[src/rtl/rs232_pkg.sv]
// Shared definitions for the rs232port bus master: register offsets, status
// bit positions and the master FSM state encoding.
package rs232_pkg;

  localparam logic [7:0] OFF_TXDATA = 8'd0;
  localparam logic [7:0] OFF_TXSTAT = 8'd1;
  localparam logic [7:0] OFF_RXDATA = 8'd2;
  localparam logic [7:0] OFF_RXSTAT = 8'd3;

  localparam int TXSTAT_FULL_BIT  = 0;
  localparam int RXSTAT_AVAIL_BIT = 0;

  typedef enum logic [3:0] {
    ST_IDLE,
    ST_TXS_REQ,
    ST_TXS_WAIT,
    ST_TX_WR,
    ST_RXS_REQ,
    ST_RXS_WAIT,
    ST_RXD_REQ,
    ST_RXD_WAIT,
    ST_GAP
  } state_e;

  // Bus addresses wrap modulo 256.
  function automatic logic [7:0] reg_addr(input logic [7:0] base, input logic [7:0] off);
    return base + off;
  endfunction

endpackage

[src/rtl/rs232_bus_master_if.sv]
// Register bus between the master and one rs232port: a write port (outbus)
// and a read port (inbus) whose data returns the cycle after the strobe.
interface rs232_bus_master_if;
  logic [7:0] outbus_addr;
  logic [7:0] outbus_data;
  logic       outbus_we;
  logic [7:0] inbus_addr;
  logic       inbus_re;
  logic [7:0] inbus_data;

  modport master (
    output outbus_addr, outbus_data, outbus_we, inbus_addr, inbus_re,
    input  inbus_data
  );

  modport slave (
    input  outbus_addr, outbus_data, outbus_we, inbus_addr, inbus_re,
    output inbus_data
  );
endinterface

[src/rtl/rs232_bus_rd_seq.sv]
// Two-cycle read sequencer: strobe + address in the request cycle, data
// taken in the following cycle; the address holds until the next read.
module rs232_bus_rd_seq
  import rs232_pkg::*;
#(
  parameter logic [7:0] DEVADDR = 8'h00
) (
  input  logic       clk,
  input  logic       rst,
  input  logic       start_i,
  input  logic [7:0] off_i,
  input  logic [7:0] rdata_i,
  output logic       re_o,
  output logic [7:0] addr_o,
  output logic [7:0] data_o
);

  logic [7:0] addr_q, addr_d;

  assign addr_d = reg_addr(DEVADDR, off_i);

  always_ff @(posedge clk or posedge rst) begin
    if (rst)          addr_q <= '0;
    else if (start_i) addr_q <= addr_d;
  end

  // Strobe is combinational from the caller's state so reset drops it at once.
  assign re_o   = start_i;
  assign addr_o = start_i ? addr_d : addr_q;
  assign data_o = rdata_i;

endmodule

[src/rtl/rs232_bus_master.sv]
// Polling bus master for rs232port: turns a tx byte stream and an rx byte
// stream into status/data register accesses. Optional echo: RS232_BUS_MASTER_ECHO_EN.
module rs232_bus_master
  import rs232_pkg::*;
#(
  parameter logic [7:0] DEVADDR  = 8'h00,
  parameter int         POLL_GAP = 4
) (
  input  logic                      cpu_clk,
  input  logic                      reset,
  rs232_bus_master_if.master        bus,
  input  logic [7:0]                tx_byte,
  input  logic                      tx_valid,
  output logic                      tx_ready,
  output logic [7:0]                rx_byte,
  output logic                      rx_valid,
  input  logic                      rx_ready,
  output logic                      busy
);

  localparam int GW = (POLL_GAP > 1) ? $clog2(POLL_GAP) : 1;
  localparam logic [GW-1:0] GAP_LAST = GW'((POLL_GAP > 0) ? POLL_GAP - 1 : 0);

  state_e     st_q, st_d;
  logic       rd_start;
  logic [7:0] rd_off;
  logic [7:0] rd_data;
  logic       wr_we;
  logic       rx_valid_q, rx_valid_d;
  logic [7:0] rx_byte_q, rx_byte_d;
  logic [GW-1:0] gap_q, gap_d;
  logic       echo_pend;
  logic [7:0] echo_byte;
  logic       rx_blk;
  state_e     end_round, rx_chk;

  rs232_bus_rd_seq #(.DEVADDR(DEVADDR)) u_rd_seq (
    .clk     (cpu_clk),
    .rst     (reset),
    .start_i (rd_start),
    .off_i   (rd_off),
    .rdata_i (bus.inbus_data),
    .re_o    (bus.inbus_re),
    .addr_o  (bus.inbus_addr),
    .data_o  (rd_data)
  );

  // A pending echo also blocks the rx poll so a second byte cannot overwrite it;
  // it is released in the same TX_WR cycle that drains it.
  assign rx_blk    = rx_valid_q | (echo_pend & (st_q != ST_TX_WR));
  assign end_round = (POLL_GAP == 0) ? ST_IDLE : ST_GAP;
  assign rx_chk    = rx_blk ? end_round : ST_RXS_REQ;

  always_ff @(posedge cpu_clk or posedge reset) begin
    if (reset) st_q <= ST_IDLE;
    else       st_q <= st_d;
  end

  always_comb begin
    st_d = st_q;
    case (st_q)
      ST_IDLE: begin
        if (echo_pend || tx_valid) st_d = ST_TXS_REQ;
        else if (!rx_valid_q)      st_d = ST_RXS_REQ;
      end
      ST_TXS_REQ:  st_d = ST_TXS_WAIT;
      ST_TXS_WAIT: st_d = rd_data[TXSTAT_FULL_BIT] ? rx_chk : ST_TX_WR;
      ST_TX_WR:    st_d = rx_chk;
      ST_RXS_REQ:  st_d = ST_RXS_WAIT;
      ST_RXS_WAIT: st_d = rd_data[RXSTAT_AVAIL_BIT] ? ST_RXD_REQ : end_round;
      ST_RXD_REQ:  st_d = ST_RXD_WAIT;
      ST_RXD_WAIT: st_d = end_round;
      ST_GAP:      st_d = (gap_q == GAP_LAST) ? ST_IDLE : ST_GAP;
      default:     st_d = ST_IDLE;
    endcase
  end

  always_comb begin
    rd_start = 1'b0;
    rd_off   = OFF_RXSTAT;
    wr_we    = 1'b0;
    tx_ready = 1'b0;
    busy     = 1'b1;
    case (st_q)
      ST_TXS_REQ: begin rd_start = 1'b1; rd_off = OFF_TXSTAT; end
      ST_RXS_REQ: begin rd_start = 1'b1; rd_off = OFF_RXSTAT; end
      ST_RXD_REQ: begin rd_start = 1'b1; rd_off = OFF_RXDATA; end
      ST_TX_WR:   begin wr_we = 1'b1; tx_ready = ~echo_pend; end
      ST_IDLE, ST_GAP: busy = 1'b0;
      default: ;
    endcase
  end

  assign bus.outbus_we   = wr_we;
  assign bus.outbus_addr = wr_we ? reg_addr(DEVADDR, OFF_TXDATA) : 8'h00;
  assign bus.outbus_data = wr_we ? (echo_pend ? echo_byte : tx_byte) : 8'h00;

  always_comb begin
    rx_valid_d = rx_valid_q;
    rx_byte_d  = rx_byte_q;
    if (st_q == ST_RXD_WAIT) begin
      rx_valid_d = 1'b1;
      rx_byte_d  = rd_data;
    end else if (rx_valid_q && rx_ready) begin
      rx_valid_d = 1'b0;
    end
  end

  always_ff @(posedge cpu_clk or posedge reset) begin
    if (reset) begin
      rx_valid_q <= 1'b0;
      rx_byte_q  <= '0;
    end else begin
      rx_valid_q <= rx_valid_d;
      rx_byte_q  <= rx_byte_d;
    end
  end

  assign rx_valid = rx_valid_q;
  assign rx_byte  = rx_byte_q;

  assign gap_d = (st_q == ST_GAP) ? gap_q + 1'b1 : '0;

  always_ff @(posedge cpu_clk or posedge reset) begin
    if (reset) gap_q <= '0;
    else       gap_q <= gap_d;
  end

`ifdef RS232_BUS_MASTER_ECHO_EN
  logic       echo_pend_q, echo_pend_d;
  logic [7:0] echo_byte_q, echo_byte_d;

  always_comb begin
    echo_pend_d = echo_pend_q;
    echo_byte_d = echo_byte_q;
    if (st_q == ST_RXD_WAIT) begin
      echo_pend_d = 1'b1;
      echo_byte_d = rd_data;
    end else if (st_q == ST_TX_WR) begin
      echo_pend_d = 1'b0;
    end
  end

  always_ff @(posedge cpu_clk or posedge reset) begin
    if (reset) begin
      echo_pend_q <= 1'b0;
      echo_byte_q <= '0;
    end else begin
      echo_pend_q <= echo_pend_d;
      echo_byte_q <= echo_byte_d;
    end
  end

  assign echo_pend = echo_pend_q;
  assign echo_byte = echo_byte_q;
`else
  assign echo_pend = 1'b0;
  assign echo_byte = 8'h00;
`endif

endmodule

[src/flat_wrapper.sv]
// flat-port wrapper written by rule: the top's interface ports become plain ports
module rs232_bus_master_flat import rs232_pkg::*;
#(
  parameter logic [7:0] DEVADDR  = 8'h00,
  parameter int         POLL_GAP = 4
)
  (cpu_clk, reset, tx_byte, tx_valid, tx_ready, rx_byte, rx_valid, rx_ready, busy, bus_outbus_addr, bus_outbus_data, bus_outbus_we, bus_inbus_addr, bus_inbus_re, bus_inbus_data);
  rs232_bus_master_if bus_i ();
  input  logic cpu_clk;
  input  logic reset;
  input  logic [7:0] tx_byte;
  input  logic tx_valid;
  output logic tx_ready;
  output logic [7:0] rx_byte;
  output logic rx_valid;
  input  logic rx_ready;
  output logic busy;
  output wire logic [$bits(bus_i.outbus_addr)-1:0] bus_outbus_addr;
  output wire logic [$bits(bus_i.outbus_data)-1:0] bus_outbus_data;
  output wire logic [$bits(bus_i.outbus_we)-1:0] bus_outbus_we;
  output wire logic [$bits(bus_i.inbus_addr)-1:0] bus_inbus_addr;
  output wire logic [$bits(bus_i.inbus_re)-1:0] bus_inbus_re;
  input wire logic [$bits(bus_i.inbus_data)-1:0] bus_inbus_data;
  assign bus_outbus_addr = bus_i.outbus_addr;
  assign bus_outbus_data = bus_i.outbus_data;
  assign bus_outbus_we = bus_i.outbus_we;
  assign bus_inbus_addr = bus_i.inbus_addr;
  assign bus_inbus_re = bus_i.inbus_re;
  assign bus_i.inbus_data = bus_inbus_data;
  rs232_bus_master #(.DEVADDR(DEVADDR), .POLL_GAP(POLL_GAP)) u_core (.cpu_clk(cpu_clk), .reset(reset), .bus(bus_i), .tx_byte(tx_byte), .tx_valid(tx_valid), .tx_ready(tx_ready), .rx_byte(rx_byte), .rx_valid(rx_valid), .rx_ready(rx_ready), .busy(busy));
endmodule
[config.mk]
export PLATFORM = sky130hd
export DESIGN_NAME = rs232_bus_master_flat
export DESIGN_NICKNAME = d
export VERILOG_FILES = /design/src/rtl/rs232_pkg.sv /design/src/rtl/rs232_bus_master_if.sv /design/src/rtl/rs232_bus_rd_seq.sv /design/src/rtl/rs232_bus_master.sv /design/src/flat_wrapper.sv
export SDC_FILE = /design/constraint.sdc
export NUM_CORES = 1
export LEC_CHECK = 0
export CAP_MARGIN = 5
export CORE_UTILIZATION = 36
export CTS_BUF_LIST = sky130_fd_sc_hd__clkbuf_4 sky130_fd_sc_hd__clkbuf_8 sky130_fd_sc_hd__clkbuf_16
export CTS_CLUSTER_SIZE = 16
export DETAILED_ROUTE_END_ITERATION = 6
export GPL_TIMING_DRIVEN = 0
export HOLD_SLACK_MARGIN = 0.06
export PLACE_DENSITY_LB_ADDON = 0.25
export SETUP_SLACK_MARGIN = 0.05
export SYNTH_ARGS = -nofsm -noshare
export SYNTH_HDL_FRONTEND = slang
export SYNTH_SLANG_ARGS = --single-unit
export TNS_END_PERCENT = 5
[constraint.sdc]
create_clock -name cpu_clk -period 1.3 [get_ports cpu_clk]
set_clock_uncertainty 0.15 [all_clocks]
set_input_delay 0.195 -clock cpu_clk [delete_from_list [all_inputs] [get_ports cpu_clk]]
set_output_delay 0.195 -clock cpu_clk [all_outputs]
set_load 0.03 [all_outputs]
==> run summary <==
# DRC: 1
global-route wire length before repair: 3840 um
Data arrival, critical path: 1.65 ns
crit-path max FO: 4
GRT overflow: 0
post-synth top area share: 50.3%
Layout Utilization: 60.7%
Layout Nets: 195
worst min path class: in2async
Leak: 0.892 nW
minimum clock period: 1.99 ns
RSZ-0062 raised after global routing: true
via count: 967
CTS Hold Bufs: 0
delay-heaviest family, CP: simple AND/OR/NAND/NOR gates
clock tree sinks: 23
die span in y: 58.4 um
hpwl dp: 1770 um
PwrDens: 2030 mW/mm2
die area: 0.00341 mm2
peak per-stage delay on the critical path: 0.43 ns
initial drt markers: 17
initial core utilization: 37.8%
max cap viols: 0
multi-input combinational cell area: 532 um2
final setup margin: -0.695 ns
met3 Use GR: 3.30%
Synth Register Bits: 23
# rows: 20
RePlAce Congestion: 0.707
number of port buffers: 48
Synth Cell Area: 0.00114 mm2
sequential fraction of the synthesis area: 50.3%
via density per instance: 4.46
GRT Util Overall: 14.9%
core outline area: 0.00303 mm2
die width: 58.4 um
Final ANT Viol Nets: 0
Fin. Hold Viols: 0
Synthesis Warnings: 0
layout cells sized above 1: 48.0%
grt peak-use layer: met2
Final Slew Violations: 0
clock latency on the worst-skew pair: 0.30 ns
initial antenna violation count: 0
Worst VDD drop: 0.00108 V
largest net degree at the start of global routing: 24
Clock Tree Buf Depth: 2
Total Wirelength: 2470 um
total power: 3.73 mW
TritonCTS clock tree: built
Layout area overhead: 60.7%
Cells after Synth: 105
total I/O pin count: 57
Filler cells: 268
CP startpoint kind: flop
Finish-stage setup viols: 49
CP Capture Type: primary output
ANT cells: 0
required time of the critical path: 0.95 ns
CP Class: reg2out
vias in the first global route: 929
clk root buf: clkbuf_4
Crit path top cell by count: buf_6
clock slew at reported path FFs: 0.11 ns
Storage cell area: 577 um2
Cell variety after synth: 30
per-cell routed wire length: 11.4 um
FMAX: 0.501 GHz
CP max-delay cell: dfrtp_1
met2 GRT Util: 27.9%
synth top area cells: dfrtp_1 (50%), buf_4 (7.2%), mux2_2 (6.9%)
status: complete, but fails checks
Syn Area/Cell: 10.9 um2
# H-tree levels: 1
violated checks: design-rule violations, negative setup slack
TritonCTS Buffers: 3
met1 usage: 16.1%
Period Utilization, post-route: 153%
Buf/Inv on CP: 2
leading area contributor after synthesis: dfrtp_1
DRT Pass-1 Iters: 6
critical path, cell by cell: buf_6, or3b_4, a21oi_2, nand3b_1, buf_6
[report_power, final]
part	internal, mW	switching, mW
logic	1.03	1.27
registers	0.949	0.158
clock network	0.140	0.191
[repair_timing]
action	in CTS	in global routing
cloned	1	0
pin swaps	9	3
resized for setup	144	23
setup buffers	7	1
setup endpoints to repair	47	52
[registers in the layout, summed over array words and instances, names as in the netlist]
signal                  flops
u_core.u_rd_seq.addr_q      8
u_core.gap_q                2
u_core.st_q                 4
u_core.rx_valid             1
u_core.rx_byte              8
[metrics by stage]
step	TNS [ns]	instances	hold WS [ns]	worst slack, ns	cell area, um2
after floorplan	-9.65	112	0.0469	-0.401	1190
after global placement	-20.22	204	0.268	-0.924	1720
after detailed placement	-20.65	204	0.282	-0.964	1720
after CTS	-17.67	216	0.215	-0.727	1800
after global routing	-19.39	217	0.128	-0.782	1840
final	-15.99	217	0.102	-0.695	1840
[final cells by class]
type	instances	share of cell area (%)
multi-input combinational	71	28.9
inverter	6	1.63
timing repair buffer	56	27.8
sequential	23	31.4
clock buffer	4	1.63
tap	44	3.00
buffer	13	5.58
[synth_stat cells, drive strengths merged]
| master | n |
|---|---|
| nand2 | 3 |
| and2 | 8 |
| nor2 | 7 |
| and3 | 1 |
| nand3 | 1 |
| o32ai | 1 |
| o2bb2ai | 1 |
| buf | 13 |
| nand2b | 2 |
| a211o | 1 |
| o21a | 1 |
| nor3 | 3 |
| o21ai | 6 |
| or3b | 2 |
| nand3b | 2 |
| mux2 | 7 |
| a21oi | 5 |
| o31a | 1 |
| ha | 1 |
| o211ai | 1 |
| dfrtp | 23 |
| conb | 1 |
| inv | 6 |
| nand4b | 1 |
| nor2b | 7 |
[layer usage]
layer  wire length, um  part of all wire, %  vias to the layer above
met1               978                   40                      455
met2              1280                   52                       43
met5                 0                    0                        -
met3               191                  7.7                        2
li1                  -                    -                      467
met4                16                 0.65                        0
[path summary, 6_finish.rpt]
path                            startpoint                 to  slack (ns)  cells after the start
max in group asynchronous            reset     u_core.st_q[3]        0.59                      2
min reg2reg                u_core.gap_q[0]    u_core.gap_q[0]        0.29                      1
max reg2reg                 u_core.st_q[1]  u_core.rx_byte[4]       -0.30                      5
max                         u_core.st_q[1]  bus_inbus_addr[0]       -0.69                      5
min                                  reset  u_core.rx_byte[7]        0.10                      2
min in group cpu_clk              rx_ready    u_core.rx_valid        0.27                      2
[cells in the final DEF (no fill, tap or decap), drive strengths merged, types with 3 or more instances in the layout]
cell	netlist	routed
clkdlybuf4s15	0	9
o21ai	6	6
inv	6	4
mux2	7	7
nor2b	7	7
buf	13	41
dfrtp	23	23
clkbuf	0	4
conb	1	8
nand2	3	3
a21oi	5	5
and2	8	8
nor3	3	4
nor2	7	7
clkdlybuf4s50	0	19
[cell families (layout without fill, tap and decap cells)]
family,Yosys count,in the layout,synth area share [%]
other cells,1,8,0.328
flops,23,23,50.3
buf+inv,19,79,10.6
fa+ha+maj,1,1,1.09
compound gates,17,17,9.52
mux,7,7,6.89
simple gates,37,38,21.2
Note: power is estimated with default switching activity, not from simulation.
